--- config.mk ---
export PLATFORM = sky130hd
export DESIGN_NAME = pc_unit_flat
export DESIGN_NICKNAME = d
export VERILOG_FILES = /design/src/rtl/pc_unit_if.sv /design/src/rtl/pc_unit.sv /design/src/flat_wrapper.sv
export SDC_FILE = /design/constraint.sdc
export NUM_CORES = 1
export LEC_CHECK = 0
export BUFFER_PORTS_ARGS = -buffer_cell sky130_fd_sc_hd__buf_2
export CORE_MARGIN = 10
export CORE_UTILIZATION = 35
export DETAILED_ROUTE_END_ITERATION = 7
export PLACE_DENSITY = 0.63
export SYNTH_ARGS = -nofsm -noshare
export SYNTH_HDL_FRONTEND = slang
export SYNTH_SLANG_ARGS = --single-unit
--- constraint.sdc ---
create_clock -name clk -period 3 [get_ports clk]
set_input_delay 0.6 -clock clk [delete_from_list [all_inputs] [get_ports clk]]
set_output_delay 0.6 -clock clk [all_outputs]
set_load 0.01 [all_outputs]
--- src/rtl/pc_unit_if.sv ---
// Control/status bundle between the fetch controller (master) and pc_unit (slave).
// ADDR_W and RAS_DEPTH must match the parameters of the pc_unit instance this bundle connects to.
interface pc_unit_if #(
  parameter int ADDR_W    = 64,
  parameter int RAS_DEPTH = 8
);
  localparam int CNT_W = $clog2(RAS_DEPTH) + 1;

  logic              stall;
  logic              redirect;
  logic [ADDR_W-1:0] target;
  logic              call;
  logic              ret;
  logic [ADDR_W-1:0] pc;
  logic [ADDR_W-1:0] pc_plus;
  logic [CNT_W-1:0]  ras_count;
  logic              ras_underflow;

  modport master (
    output stall, redirect, target, call, ret,
    input  pc, pc_plus, ras_count, ras_underflow
  );

  modport slave (
    input  stall, redirect, target, call, ret,
    output pc, pc_plus, ras_count, ras_underflow
  );
endinterface

--- src/rtl/pc_unit.sv ---
// Program counter with sequential step, redirect and optional circular return-address stack.
// Define PC_UNIT_RAS_EN to build the stack; otherwise call/ret are ignored and RAS outputs are tied 0.
module pc_unit #(
  parameter int                ADDR_W     = 64,
  parameter logic [ADDR_W-1:0] RESET_ADDR = '0,
  parameter int                STEP       = 4,
  parameter int                RAS_DEPTH  = 8
) (
  input  logic        clk,
  input  logic        rst_n,
  pc_unit_if.slave    bus
);
  localparam int                CNT_W  = $clog2(RAS_DEPTH) + 1;
  localparam int                SP_W   = $clog2(RAS_DEPTH);
  localparam logic [ADDR_W-1:0] STEP_W = ADDR_W'(STEP);

  logic              w_adv;
  logic [ADDR_W-1:0] r_pc;
  logic [ADDR_W-1:0] w_pc_plus;
  logic [ADDR_W-1:0] w_pc_next;

  assign w_adv       = !bus.stall;
  assign w_pc_plus   = r_pc + STEP_W;
  assign bus.pc      = r_pc;
  assign bus.pc_plus = w_pc_plus;

  always_ff @(posedge clk or negedge rst_n) begin
    if (!rst_n) begin
      r_pc <= RESET_ADDR;
    end else if (w_adv) begin
      r_pc <= w_pc_next;
    end
  end

`ifdef PC_UNIT_RAS_EN
  localparam logic [CNT_W-1:0] DEPTH_C = CNT_W'(RAS_DEPTH);

  // r_sp is the next free slot; it wraps, so a push when full overwrites the oldest entry.
  logic [ADDR_W-1:0] r_stack [RAS_DEPTH];
  logic [SP_W-1:0]   r_sp;
  logic [SP_W-1:0]   w_sp_top;
  logic [CNT_W-1:0]  r_count;
  logic              r_underflow;
  logic              w_has;
  logic              w_pop;
  logic              w_push;
  logic              w_replace;
  logic              w_under;

  assign w_has     = (r_count != '0);
  assign w_sp_top  = r_sp - SP_W'(1);
  assign w_pop     = bus.ret & ~bus.call & w_has;
  assign w_under   = bus.ret & ~bus.call & ~w_has;
  assign w_push    = bus.call & bus.redirect & ~(bus.ret & w_has);
  assign w_replace = bus.call & bus.redirect & bus.ret & w_has;
  assign w_pc_next = w_pop        ? r_stack[w_sp_top] :
                     bus.redirect ? bus.target        : w_pc_plus;

  always_ff @(posedge clk or negedge rst_n) begin
    if (!rst_n) begin
      r_sp        <= '0;
      r_count     <= '0;
      r_underflow <= 1'b0;
    end else begin
      r_underflow <= w_adv & w_under;
      if (w_adv) begin
        if (w_push) begin
          r_sp <= r_sp + SP_W'(1);
          if (r_count != DEPTH_C) begin
            r_count <= r_count + CNT_W'(1);
          end
        end else if (w_pop) begin
          r_sp    <= w_sp_top;
          r_count <= r_count - CNT_W'(1);
        end
      end
    end
  end

  // Storage is never cleared; r_count alone says which entries are valid.
  always_ff @(posedge clk) begin
    if (rst_n && w_adv && (w_push || w_replace)) begin
      r_stack[w_push ? r_sp : w_sp_top] <= w_pc_plus;
    end
  end

  assign bus.ras_count     = r_count;
  assign bus.ras_underflow = r_underflow;
`else
  assign w_pc_next         = bus.redirect ? bus.target : w_pc_plus;
  assign bus.ras_count     = '0;
  assign bus.ras_underflow = 1'b0;
`endif

endmodule

--- src/flat_wrapper.sv ---
// flat-port wrapper written by rule: the top's interface ports become plain ports
module pc_unit_flat 
#(
  parameter int                ADDR_W     = 64,
  parameter logic [ADDR_W-1:0] RESET_ADDR = '0,
  parameter int                STEP       = 4,
  parameter int                RAS_DEPTH  = 8
)
  (clk, rst_n, bus_stall, bus_redirect, bus_target, bus_call, bus_ret, bus_pc, bus_pc_plus, bus_ras_count, bus_ras_underflow);
  pc_unit_if #(.ADDR_W(ADDR_W), .RAS_DEPTH(RAS_DEPTH)) bus_i ();
  input  logic clk;
  input  logic rst_n;
  input wire logic [$bits(bus_i.stall)-1:0] bus_stall;
  input wire logic [$bits(bus_i.redirect)-1:0] bus_redirect;
  input wire logic [$bits(bus_i.target)-1:0] bus_target;
  input wire logic [$bits(bus_i.call)-1:0] bus_call;
  input wire logic [$bits(bus_i.ret)-1:0] bus_ret;
  output wire logic [$bits(bus_i.pc)-1:0] bus_pc;
  output wire logic [$bits(bus_i.pc_plus)-1:0] bus_pc_plus;
  output wire logic [$bits(bus_i.ras_count)-1:0] bus_ras_count;
  output wire logic [$bits(bus_i.ras_underflow)-1:0] bus_ras_underflow;
  assign bus_i.stall = bus_stall;
  assign bus_i.redirect = bus_redirect;
  assign bus_i.target = bus_target;
  assign bus_i.call = bus_call;
  assign bus_i.ret = bus_ret;
  assign bus_pc = bus_i.pc;
  assign bus_pc_plus = bus_i.pc_plus;
  assign bus_ras_count = bus_i.ras_count;
  assign bus_ras_underflow = bus_i.ras_underflow;
  pc_unit #(.ADDR_W(ADDR_W), .RESET_ADDR(RESET_ADDR), .STEP(STEP), .RAS_DEPTH(RAS_DEPTH)) u_core (.clk(clk), .rst_n(rst_n), .bus(bus_i));
endmodule
## After elaboration in Yosys (flattened, before gate mapping)

Cells that the tools add are included.

- Add/sub/neg operators: 1
- Mux-type cells: 1

Operator list:

| operator | number |
|---|---|
| adder 64 x 3 -> 64 bit (second input constant) | 1 |
| two-way mux 64 bit | 1 |

- Register bits: 64
- Input port bits: 70
- Output and inout bits: 133
- Word-level logic and storage cells: 3

## Depth between registers and ports, before layout

Gate-level depths: netlist of run 1.

- Depth after elaboration: 2
- Gate-level depth with buffers: 8
- Depth with buffers taken out: 6

## Least setup slack after synthesis of run 1

OpenSTA, ideal clock, no wires.

- Path type: reg2out
- Start: register u_core.r_pc[4], in the netlist u_core.bus.pc[4]
- End: output bus_pc_plus[61]
- Arrival: 2305 ps
- Required time: 2400 ps
- Path slack: 95 ps
- Stages on the path, launching flop included: 7
- Path buffers: 1
- Path through: dfrtp_1 -> clkbuf_1 -> nand4_1 -> nor3_1 -> nand4_1 -> nor3_1 -> xor2_1

- Cells in the longest elaborated chain, start to end: 1

RTL lines:

| item | line | RTL |
|---|---|---|
| from (decl) | pc_unit.sv:18 | `logic [ADDR_W-1:0] r_pc;` |
| from (signal assigned) | pc_unit.sv:31 | `r_pc <= w_pc_next;` |
| adder 64 x 3 -> 64 bit | pc_unit.sv:23 | `assign w_pc_plus = r_pc + STEP_W;` |
| to (decl) | flat_wrapper.sv:19 | `output wire logic [$bits(bus_i.pc_plus)-1:0] bus_pc_plus;` |

No other way between the ends.

## Final worst setup path of run 1

- Start: register u_core.r_pc[36], in the netlist u_core.bus.pc[36]
- End: output bus_pc_plus[47]

Same word-level chain as after synthesis.

==> run summary, run 1 <==
GLOBAL ROUTING
------------------------------------------------------------------------------------------
Maximum number of pins on one net before global-route repair                            65
Initial antenna violation count                                                          4
Global-route usage over all layers                                                   19.6%
Global-route wire length before repair                                            31900 µm
Residual overflow from global routing                                                    0
Vias in the first global route                                                        5707

SYNTHESIS
------------------------------------------------------------------------------------------
Flops & latches, synth                                                                  64
Proportion of synthesized chip area in sequential cells                              31.0%
Gate count after technology mapping                                                    661
Share of synthesized cell area in full adder, half adder and majority cells         0.242%
Synth warnings                                                                           0
Post-synthesis area per instance                                                  7.82 µm²
Synth Area in Compound Gates                                                         18.5%
Mux share of post-synthesis cell area                                                4.02%
Synthesized-area fraction occupied by xor and xnor cells                             10.2%
Post-synthesis instance area                                                   0.00517 mm²
Post-synthesis simple-gate area fraction                                             29.7%
Main synth FF type                                                                 dfrtp_1
Largest family of logic cells by synthesized area                             simple AND/OR/NAND/NOR gates
Count of different cell masters after synthesis                                         48
Number of synthesized flops with an enable pin                                           0
Share of synthesized flip-flops with an asynchronous set or reset                     100%

FINISH
------------------------------------------------------------------------------------------
Most common library cell in the layout ignoring fill and taps                        buf_2
Layout-stage area growth over the synthesis result                                   42.3%
Largest register FFs                                                                    64
Final net count                                                                        964
Most used cells in the layout excluding fill and tap cells                    buf_2 (192), buf_4 (90), nand2_1 (70)
Share of final-layout standard cells stronger than drive strength 1                  40.5%

FLOORPLAN
------------------------------------------------------------------------------------------
Cell Rows                                                                               44
Die outline area                                                                0.0200 mm²
Effective utilization at floorplan                                                   35.7%
Area of the core                                                                0.0145 mm²
Number of top-level design ports                                                       203
Floorplan die height                                                                142 µm
Width of the die                                                                    142 µm

STATUS
------------------------------------------------------------------------------------------
Result of the run                                                             finished clean

STA
------------------------------------------------------------------------------------------
Slew Limit Fails                                                                         0
RSZ-0062 raised after global routing                                                  true
Fin. Hold Viols                                                                          0
Final sum of negative setup slack                                                     0 ps
Fin crit share                                                                       98.9%
Remaining max-slew budget at the tightest pin                                        40.0%
Achievable Freq                                                                    337 MHz
Final setup vio count                                                                    0
Worst Skew                                                                         6.96 ps
Crit path time final                                                               2970 ps
Measured slew at the worst slew-check pin                                           900 ps

SETUP PATH
------------------------------------------------------------------------------------------
Sum of buffers and inverters on the critical path                                        3
Start of the worst register-to-register path                                  u_core.bus.pc[15]$_DFFE_PN0N_
Endpoint of the worst register-to-register path                               u_core.bus.pc[34]$_DFFE_PN0N_
Cell class contributing the biggest share of worst-path delay                 simple AND/OR/NAND/NOR gates
Largest fanout on the critical path                                                      8
Ordered cell list for the critical path                                       nand4_1 -> buf_4 -> nor4_4 -> buf_4 -> nand4_1 -> xnor2_1 -> buf_2
Worst Path Class, Setup                                                       flop to output port
Critical path's slowest cell                                                       dfrtp_2
Critical Path Start Type                                                              flop
Crit-path max cell delay                                                            460 ps
CP Data Arrival Time                                                               2370 ps
Minimum setup slack among reg-to-reg paths                                          650 ps
Endpoint kind of the worst setup timing path                                   output port
Required time of the critical path                                                 2400 ps
Count of cells along the worst register-to-register path                                 6

PLACED DESIGN
------------------------------------------------------------------------------------------
Port-buffer cells                                                                      195
Detailed placement HPWL                                                           15100 µm
Routability-driven placement congestion ratio                                        0.891

DRT
------------------------------------------------------------------------------------------
Wire per inst                                                                      19.4 µm
Post-route DRC violation count                                                           0
Post-detailed-route count of antenna-violating nets                                      0
Vias post-DR                                                                          6127
Final wirelength                                                                  21100 µm
First-pass iteration count of the detailed router                                        5
Via density per instance                                                              5.65
DRT iter0 DRCs                                                                         446

CLOCK TREE
------------------------------------------------------------------------------------------
Number of buffers added by the clock tree synthesis step                                 9
Total clock sinks                                                                       64
Post-CTS Hold Buffers                                                                    0
Clock tree from TritonCTS                                                             done
Max Buffers Root-to-Sink                                                                 2
CTS HTree Levels                                                                         3
Root buffer selected by CTS                                                      clkbuf_16
Clock transition at the registers of the reported paths                              50 ps
Latest clock arrival within the worst-skew pair                                     340 ps

POWER
------------------------------------------------------------------------------------------
Final Total Pwr                                                                    3420 µW
Total power density per cell area                                               466 mW/mm²
Leakage power                                                                   0.00323 µW
Peak supply drop                                                                0.000309 V

WORST HOLD PATH
------------------------------------------------------------------------------------------
Worst min path class                                                          primary input to async pin

FLOW RUN
------------------------------------------------------------------------------------------
Number of max-cap violations                                                             0

==> layer usage <==
layer | wire length [µm] | vias to the layer above | share of wire [%] | track usage, %
li1 | - | 2913 | - | -
met1 | 9030 | 2914 | 43 | 25.1
met2 | 9830 | 268 | 47 | 30.4
met3 | 1830 | 28 | 8.7 | 6.84
met4 | 355 | 4 | 1.7 | 5.81
met5 | 20 | - | 0.095 | 0
==> through the flow <==
step / instance area (µm²) / hold slack, ps / setup slack [ps] / std cells / util, %
after floorplan: 5180 / 304 / 95.0 / 665 / -
after global placement: 6600 / 511 / 142 / 1035 / 45.6
after detailed placement: 6600 / 518 / 130 / 1035 / 45.6
after CTS: 7060 / 416 / 4.95 / 1062 / 48.8
after global routing: 7350 / 439 / -117 / 1082 / 50.7
final: 7350 / 381 / 32.6 / 1084 / 50.8
==> synth_stat cells (6+ instances only) <==
cell type,number,area share [%]
nand4_1,37,4.5
nand3_1,31,3.0
mux2_2,6,1.3
nor4_1,29,3.5
o21ai_0,39,3.8
buf_4,7,1.0
mux2i_1,14,2.7
buf_1,8,0.58
nor2b_1,10,1.2
dfrtp_1,64,31
o22a_1,10,1.7
nor2_1,57,4.1
nor3_1,20,1.9
a22oi_1,23,3.3
inv_1,6,0.44
or4_1,8,1.2
clkbuf_1,53,3.8
xor2_1,23,3.9
and3_1,16,1.9
xnor2_1,37,6.3
nand2_1,70,5.1
a21oi_1,19,1.8
a311o_1,9,1.7
or3_1,7,0.85
==> cell type report <==
cell class                 instances  area [µm²]
antenna                            2        5.00
sequential                        64        1630
clock inverter                     3        15.0
timing repair buffer             288        1710
inverter                           8        33.8
tap                              184         230
multi-input combinational        522        3460
fill                            1414        7130
clock buffer                      13         270
==> worst max-delay path by stage <==
stage | startpoint | endpoint | depth (start not counted)
floorplan | u_core.bus.pc[4]$_DFFE_PN0N_ | bus_pc_plus[61] | 6
global placement | u_core.bus.pc[2]$_DFFE_PN0N_ | bus_pc_plus[50] | 8
detailed placement | u_core.bus.pc[2]$_DFFE_PN0N_ | bus_pc_plus[50] | 8
CTS | u_core.bus.pc[25]$_DFFE_PN0N_ | bus_pc_plus[44] | 6
global route | u_core.bus.pc[30]$_DFFE_PN0N_ | bus_pc_plus[47] | 7
finish | u_core.bus.pc[36]$_DFFE_PN0N_ | bus_pc_plus[47] | 7
==> cell families after synthesis <==
logic type,Yosys count
compound gates,138
xor+xnor,60
fa+ha+maj,1
buf+inv,79
flops,64
mux,20
other cells,1
simple gates,298
==> repair_timing <==
action	4_1_cts	5_1_grt
pin swaps	7	18
setup endpoints to repair	27	32
gates resized for setup	25	36
endpoints found under the hold margin	0	0
buffers inserted	11	20
==> power by group <==
| part | switching, µW | total, µW | internal, µW |
|---|---|---|---|
| clock | 398 | 1020 | 623 |
| combinational | 675 | 1220 | 543 |
| sequential | 191 | 1180 | 992 |
Note: power is estimated with default switching activity, not from simulation.
==> run 2: changes to the inputs <==
- MAX_ROUTING_LAYER: default -> met4
- PLACE_DENSITY: 0.63 -> default
- PLACE_DENSITY_LB_ADDON: default -> 0.3
==> run 2 against run 1 <==
  * Critical endpoint is now bus_pc_plus[61]
  * Cell area rose by 2.5%
  * Sequential power is essentially flat
  * Setup slack worse by 9.3 ps
  * Clock skew is 3.1 ps higher
  * Final cell count grew 1.7%
  * Worst hold slack worse by 150 ps
  * Clock-buffer cell count fell by 4
  * Non-clock buffer count up 19
  * Power rose by 2.4%
  * Wire length fell by 0.29%
  * Sequential cell count stayed put
  * Utilization is 1.2 points higher
==> run summary, run 2 (synthesis gave the netlist of run 1 again) <==
STATUS
----------------------------------------------------------------------------------
Result of the run                                                     finished clean

PLACED DESIGN
----------------------------------------------------------------------------------
Routability-driven placement congestion ratio                                0.852
Port-buffer cells                                                              195
Detailed placement HPWL                                                   15100 µm
Total placed instance area                                             0.00663 mm²

DRT
----------------------------------------------------------------------------------
Final wirelength                                                          21000 µm
Wire per inst                                                              19.1 µm
Post-detailed-route count of antenna-violating nets                              0
Post-route DRC violation count                                                   0
DRT iter0 DRCs                                                                 538
Via density per instance                                                      5.60
First-pass iteration count of the detailed router                                5
Vias post-DR                                                                  6167

POWER
----------------------------------------------------------------------------------
Leakage power                                                           0.00339 µW
Peak supply drop                                                        0.000349 V
Total power density per cell area                                       465 mW/mm²

GLOBAL ROUTING
----------------------------------------------------------------------------------
Global-route usage over all layers                                           20.1%
Global-route wire length before repair                                    31900 µm
Vias in the first global route                                                5836
Residual overflow from global routing                                            0
Initial antenna violation count                                                  0
Maximum number of pins on one net before global-route repair                    72

FINISH
----------------------------------------------------------------------------------
Most common library cell in the layout ignoring fill and taps                buf_2
Layout-stage area growth over the synthesis result                           45.7%
Most used cells in the layout excluding fill and tap cells            buf_2 (194), buf_4 (104), nand2_1 (70)
Share of final-layout standard cells stronger than drive strength 1          41.8%
Final net count                                                                983
Largest register FFs                                                            64
Final instance area                                                    0.00753 mm²

STA
----------------------------------------------------------------------------------
Final setup vio count                                                            0
Crit path time final                                                       2980 ps
Final sum of negative setup slack                                             0 ps
Measured slew at the worst slew-check pin                                   644 ps
Fin crit share                                                               99.2%
Fin. Hold Viols                                                                  0
Worst Skew                                                                 10.0 ps
RSZ-0062 raised after global routing                                          true
Achievable Freq                                                            336 MHz
Remaining max-slew budget at the tightest pin                                57.1%
Slew Limit Fails                                                                 0

CLOCK TREE
----------------------------------------------------------------------------------
Clock tree from TritonCTS                                                     done
Clock transition at the registers of the reported paths                      60 ps
Max Buffers Root-to-Sink                                                         2
Latest clock arrival within the worst-skew pair                             350 ps
Number of buffers added by the clock tree synthesis step                         9
Post-CTS Hold Buffers                                                            0
Root buffer selected by CTS                                              clkbuf_16
Total clock sinks                                                               64
CTS HTree Levels                                                                 3

SETUP PATH
----------------------------------------------------------------------------------
Ordered cell list for the critical path                               nand4_4 -> buf_6 -> nor4_4 -> buf_12 -> nand4_1 -> nor3_2 -> xor2_1 -> buf_2
CP Data Arrival Time                                                       2380 ps
Worst Path Class, Setup                                               flop to output port
Endpoint kind of the worst setup timing path                           output port
Critical Path Start Type                                                      flop
Crit-path max cell delay                                                    400 ps
Required time of the critical path                                         2400 ps
Critical path's slowest cell                                               dfrtp_1
Largest fanout on the critical path                                              6

FLOORPLAN
----------------------------------------------------------------------------------
Area of the core                                                        0.0145 mm²
Floorplan die height                                                        142 µm
Cell Rows                                                                       44
Effective utilization at floorplan                                           35.7%
Number of top-level design ports                                               203
Die outline area                                                        0.0200 mm²
Width of the die                                                            142 µm

WORST HOLD PATH
----------------------------------------------------------------------------------
Worst min path class                                                  primary input to async pin

FLOW RUN
----------------------------------------------------------------------------------
Number of max-cap violations                                                     0

## run 2: critical path: cells and delay by family, from the launching register on
family	cells	cell delay (ps)
and+or+nand+nor	4	990
buffers and inverters	3	470
DFF	1	400
xor gates and xnor gates	1	160
## run 2: power breakdown
group	leakage [µW]	internal [µW]	total [µW]	switching, µW
clock	0.000150	644	1070	428
sequential	0.000717	991	1180	189
combinational	0.00252	575	1250	677
total	0.00339	2210	3500	1290
## run 2: path summary, 6_finish.rpt
kind	cells after the start	slack (ps)	endpoint	start
setup reg to reg	6	670	u_core.bus.pc[34]$_DFFE_PN0N_	u_core.bus.pc[15]$_DFFE_PN0N_
min in group clk	3	480	u_core.bus.pc[52]$_DFFE_PN0N_	bus_target[52]
setup / recovery	8	20	bus_pc_plus[61]	u_core.bus.pc[24]$_DFFE_PN0N_
hold / removal	1	230	u_core.bus.pc[54]$_DFFE_PN0N_	rst_n
hold reg to reg	1	530	u_core.bus.pc[1]$_DFFE_PN0P_	u_core.bus.pc[1]$_DFFE_PN0P_
max in group asynchronous	2	2090	u_core.bus.pc[38]$_DFFE_PN0N_	rst_n
## run 2: per-layer routing
metal | vias to the layer above | part of all wire, % | track usage [%]
met1 | 2905 | 42 | 25.0
li1 | 2947 | - | -
met3 | 32 | 9.1 | 5.94
met5 | - | 0 | -
met2 | 283 | 47 | 30.9
met4 | 0 | 2.0 | 5.97
## run 2: repair_timing
action	CTS	global route
cloned	0	1
setup buffers	4	44
setup endpoints to repair	26	23
gates resized for setup	21	37
pin swaps	3	19
## run 2: layout make-up
| cell class | count | area [µm²] |
|---|---|---|
| fill | 1401 | 6950 |
| antenna | 1 | 2.50 |
| inverter | 8 | 30.0 |
| clock inverter | 7 | 71.3 |
| tap | 184 | 230 |
| multi-input combinational | 522 | 3450 |
| timing repair buffer | 307 | 1890 |
| clock buffer | 9 | 225 |
| sequential | 64 | 1630 |
## run 2: per-stage QoR
step	cells	power (µW)	utilization, %	worst slack (ps)	hold slack, ps
after floorplan	665	1790	-	95.0	304
after global placement	1036	2300	45.8	213	509
after detailed placement	1036	2310	45.8	206	517
after CTS	1056	3410	48.4	7.54	235
after global routing	1101	3700	52.0	-71.5	270
final	1102	3500	52.0	23.3	233
==> run 3: changes to the inputs <==
==> constraint.sdc (replaced) <==
create_clock -name clk -period 3 [get_ports clk]
set_input_delay 0.6 -clock clk [delete_from_list [all_inputs] [get_ports clk]]
set_output_delay 0.6 -clock clk [all_outputs]
set_load 0.1 [all_outputs]
==> run 3 against run 2 <==
  * The flow now finishes with violations (setup timing)
  * Worst hold slack improved by 140 ps
  * Largest cell class unchanged
  * First-iteration DRC count rose by 5.4%
  * Wire length increased by 13%
==> run summary, run 3 (synthesis gave the netlist of run 1 again) <==
FINISH
----------------------------------------------------------------------------------
Final instance area                                                    0.00983 mm²
Most common library cell in the layout ignoring fill and taps                buf_2
Most used cells in the layout excluding fill and tap cells            buf_2 (145), buf_4 (126), nand2_1 (66)
Core utilization of the finished layout                                      67.9%
Share of final-layout standard cells stronger than drive strength 1          55.8%
Multi-input gate area in the final layout                              0.00461 mm²
Post-Layout Cell Count                                                        1139
Final net count                                                               1018
Filler cell count                                                             1091
Seq. cell area                                                         0.00178 mm²
Largest register FFs                                                            64
Layout-stage area growth over the synthesis result                           90.3%

POWER
----------------------------------------------------------------------------------
Leakage power                                                           0.00425 µW
Final Total Pwr                                                            5890 µW
Peak supply drop                                                        0.000476 V
Total power density per cell area                                       599 mW/mm²

STA
----------------------------------------------------------------------------------
Measured slew at the worst slew-check pin                                   916 ps
Achievable Freq                                                            325 MHz
Worst Skew                                                                 7.87 ps
Fin crit share                                                                102%
Worst setup margin                                                        -74.0 ps
Final setup vio count                                                           11
Crit path time final                                                       3070 ps
RSZ-0062 raised after global routing                                          true
Slew Limit Fails                                                                 0
Remaining max-slew budget at the tightest pin                                39.0%
Fin. Hold Viols                                                                  0

FLOORPLAN
----------------------------------------------------------------------------------
Area of the core                                                        0.0145 mm²
Width of the die                                                            142 µm
Die outline area                                                        0.0200 mm²
Effective utilization at floorplan                                           35.7%
Floorplan die height                                                        142 µm
Cell Rows                                                                       44
Number of top-level design ports                                               203

CLOCK TREE
----------------------------------------------------------------------------------
Post-CTS Hold Buffers                                                            0
Latest clock arrival within the worst-skew pair                             350 ps
Total clock sinks                                                               64
Number of buffers added by the clock tree synthesis step                         9
Max Buffers Root-to-Sink                                                         2
CTS HTree Levels                                                                 3
Root buffer selected by CTS                                              clkbuf_16
Clock tree from TritonCTS                                                     done
Clock transition at the registers of the reported paths                      50 ps

SETUP PATH
----------------------------------------------------------------------------------
Sum of buffers and inverters on the critical path                                3
Required time of the critical path                                         2400 ps
CP Data Arrival Time                                                       2470 ps
Ordered cell list for the critical path                               nand4_1 -> buf_4 -> nor4_4 -> buf_4 -> nand4_1 -> nor2_4 -> xor2_4 -> buf_12
Worst Path Class, Setup                                               flop to output port
Crit-path max cell delay                                                    430 ps
Endpoint kind of the worst setup timing path                           output port
Largest fanout on the critical path                                              3
Critical path's slowest cell                                               dfrtp_4
Cell class contributing the biggest share of worst-path delay         simple AND/OR/NAND/NOR gates
Critical Path Start Type                                                      flop

GLOBAL ROUTING
----------------------------------------------------------------------------------
Global-route usage over all layers                                           22.8%
Maximum number of pins on one net before global-route repair                    87
Residual overflow from global routing                                            0
Vias in the first global route                                                6495
Initial antenna violation count                                                  3
Global-route wire length before repair                                    35800 µm

DRT
----------------------------------------------------------------------------------
Via density per instance                                                      5.79
Vias post-DR                                                                  6593
DRT iter0 DRCs                                                                 567
Post-route DRC violation count                                                   0
Post-detailed-route count of antenna-violating nets                              0
Wire per inst                                                              20.8 µm
First-pass iteration count of the detailed router                                6
Final wirelength                                                          23700 µm

PLACED DESIGN
----------------------------------------------------------------------------------
Total instance count after detailed placement                                 1025
Detailed placement HPWL                                                   16500 µm
Routability-driven placement congestion ratio                                0.867
Total placed instance area                                             0.00857 mm²
Port-buffer cells                                                              195

WORST HOLD PATH
----------------------------------------------------------------------------------
Worst min path class                                                  primary input to async pin

STATUS
----------------------------------------------------------------------------------
Result of the run                                                     finished with violations
Violated checks                                                       setup timing

FLOW RUN
----------------------------------------------------------------------------------
Number of max-cap violations                                                     0

## run 3: area by class of cell
type | count | share of cell area, %
Antenna cell | 3 | 0.0763
Multi-Input combinational cell | 522 | 46.8
Tap cell | 184 | 2.34
Inverter | 8 | 0.305
Sequential cell | 64 | 18.1
Clock buffer | 16 | 2.76
Timing Repair Buffer | 342 | 29.6
## run 3: path summary, 6_finish.rpt
kind	from	end	slack, ps	cells after the start
max in group asynchronous	rst_n	u_core.bus.pc[45]$_DFFE_PN0N_	1910	2
worst min-delay path	rst_n	u_core.bus.pc[22]$_DFFE_PN0N_	370	1
worst max-delay path	u_core.bus.pc[36]$_DFFE_PN0N_	bus_pc_plus[55]	-70	8
worst min register to register	u_core.bus.pc[1]$_DFFE_PN0P_	u_core.bus.pc[1]$_DFFE_PN0P_	530	1
min in group clk	bus_target[52]	u_core.bus.pc[52]$_DFFE_PN0N_	480	3
worst max register to register	u_core.bus.pc[10]$_DFFE_PN0N_	u_core.bus.pc[32]$_DFFE_PN0N_	620	7
## run 3: routing by layer
layer | vias to the layer above | part of all wire [%] | GRT usage (%)
met5 | - | 0 | -
met4 | 0 | 3.3 | 8.71
met3 | 61 | 7.8 | 6.11
met2 | 342 | 49 | 36.1
met1 | 3177 | 40 | 27.3
li1 | 3013 | - | -
## run 3: power breakdown
part | leakage (µW) | switching, µW | internal [µW] | total [µW]
clock | 0.000131 | 391 | 606 | 997
sequential | 0.000685 | 226 | 1040 | 1270
combinational | 0.00343 | 2610 | 1010 | 3620
## run 3: per-stage QoR
| step | setup slack, ps | hold slack, ps | setup TNS (ps) |
|---|---|---|---|
| 2_1_floorplan | -487 | 304 | -8530 |
| 3_3_place_gp | 63.9 | 505 | 0 |
| 3_5_place_dp | 37.4 | 523 | 0 |
| 4_1_cts | -26.2 | 395 | -47.9 |
| 5_1_grt | -186 | 434 | -1710 |
| 6_report | -74.0 | 371 | -306 |
## run 3: repair_timing
action / in CTS / in global routing
setup endpoints to repair: 40 / 41
resized for setup: 31 / 34
buffers inserted: 64 / 32
cloned: 1 / 0
endpoints found under the hold margin: 0 / 0
pin swaps: 37 / 29
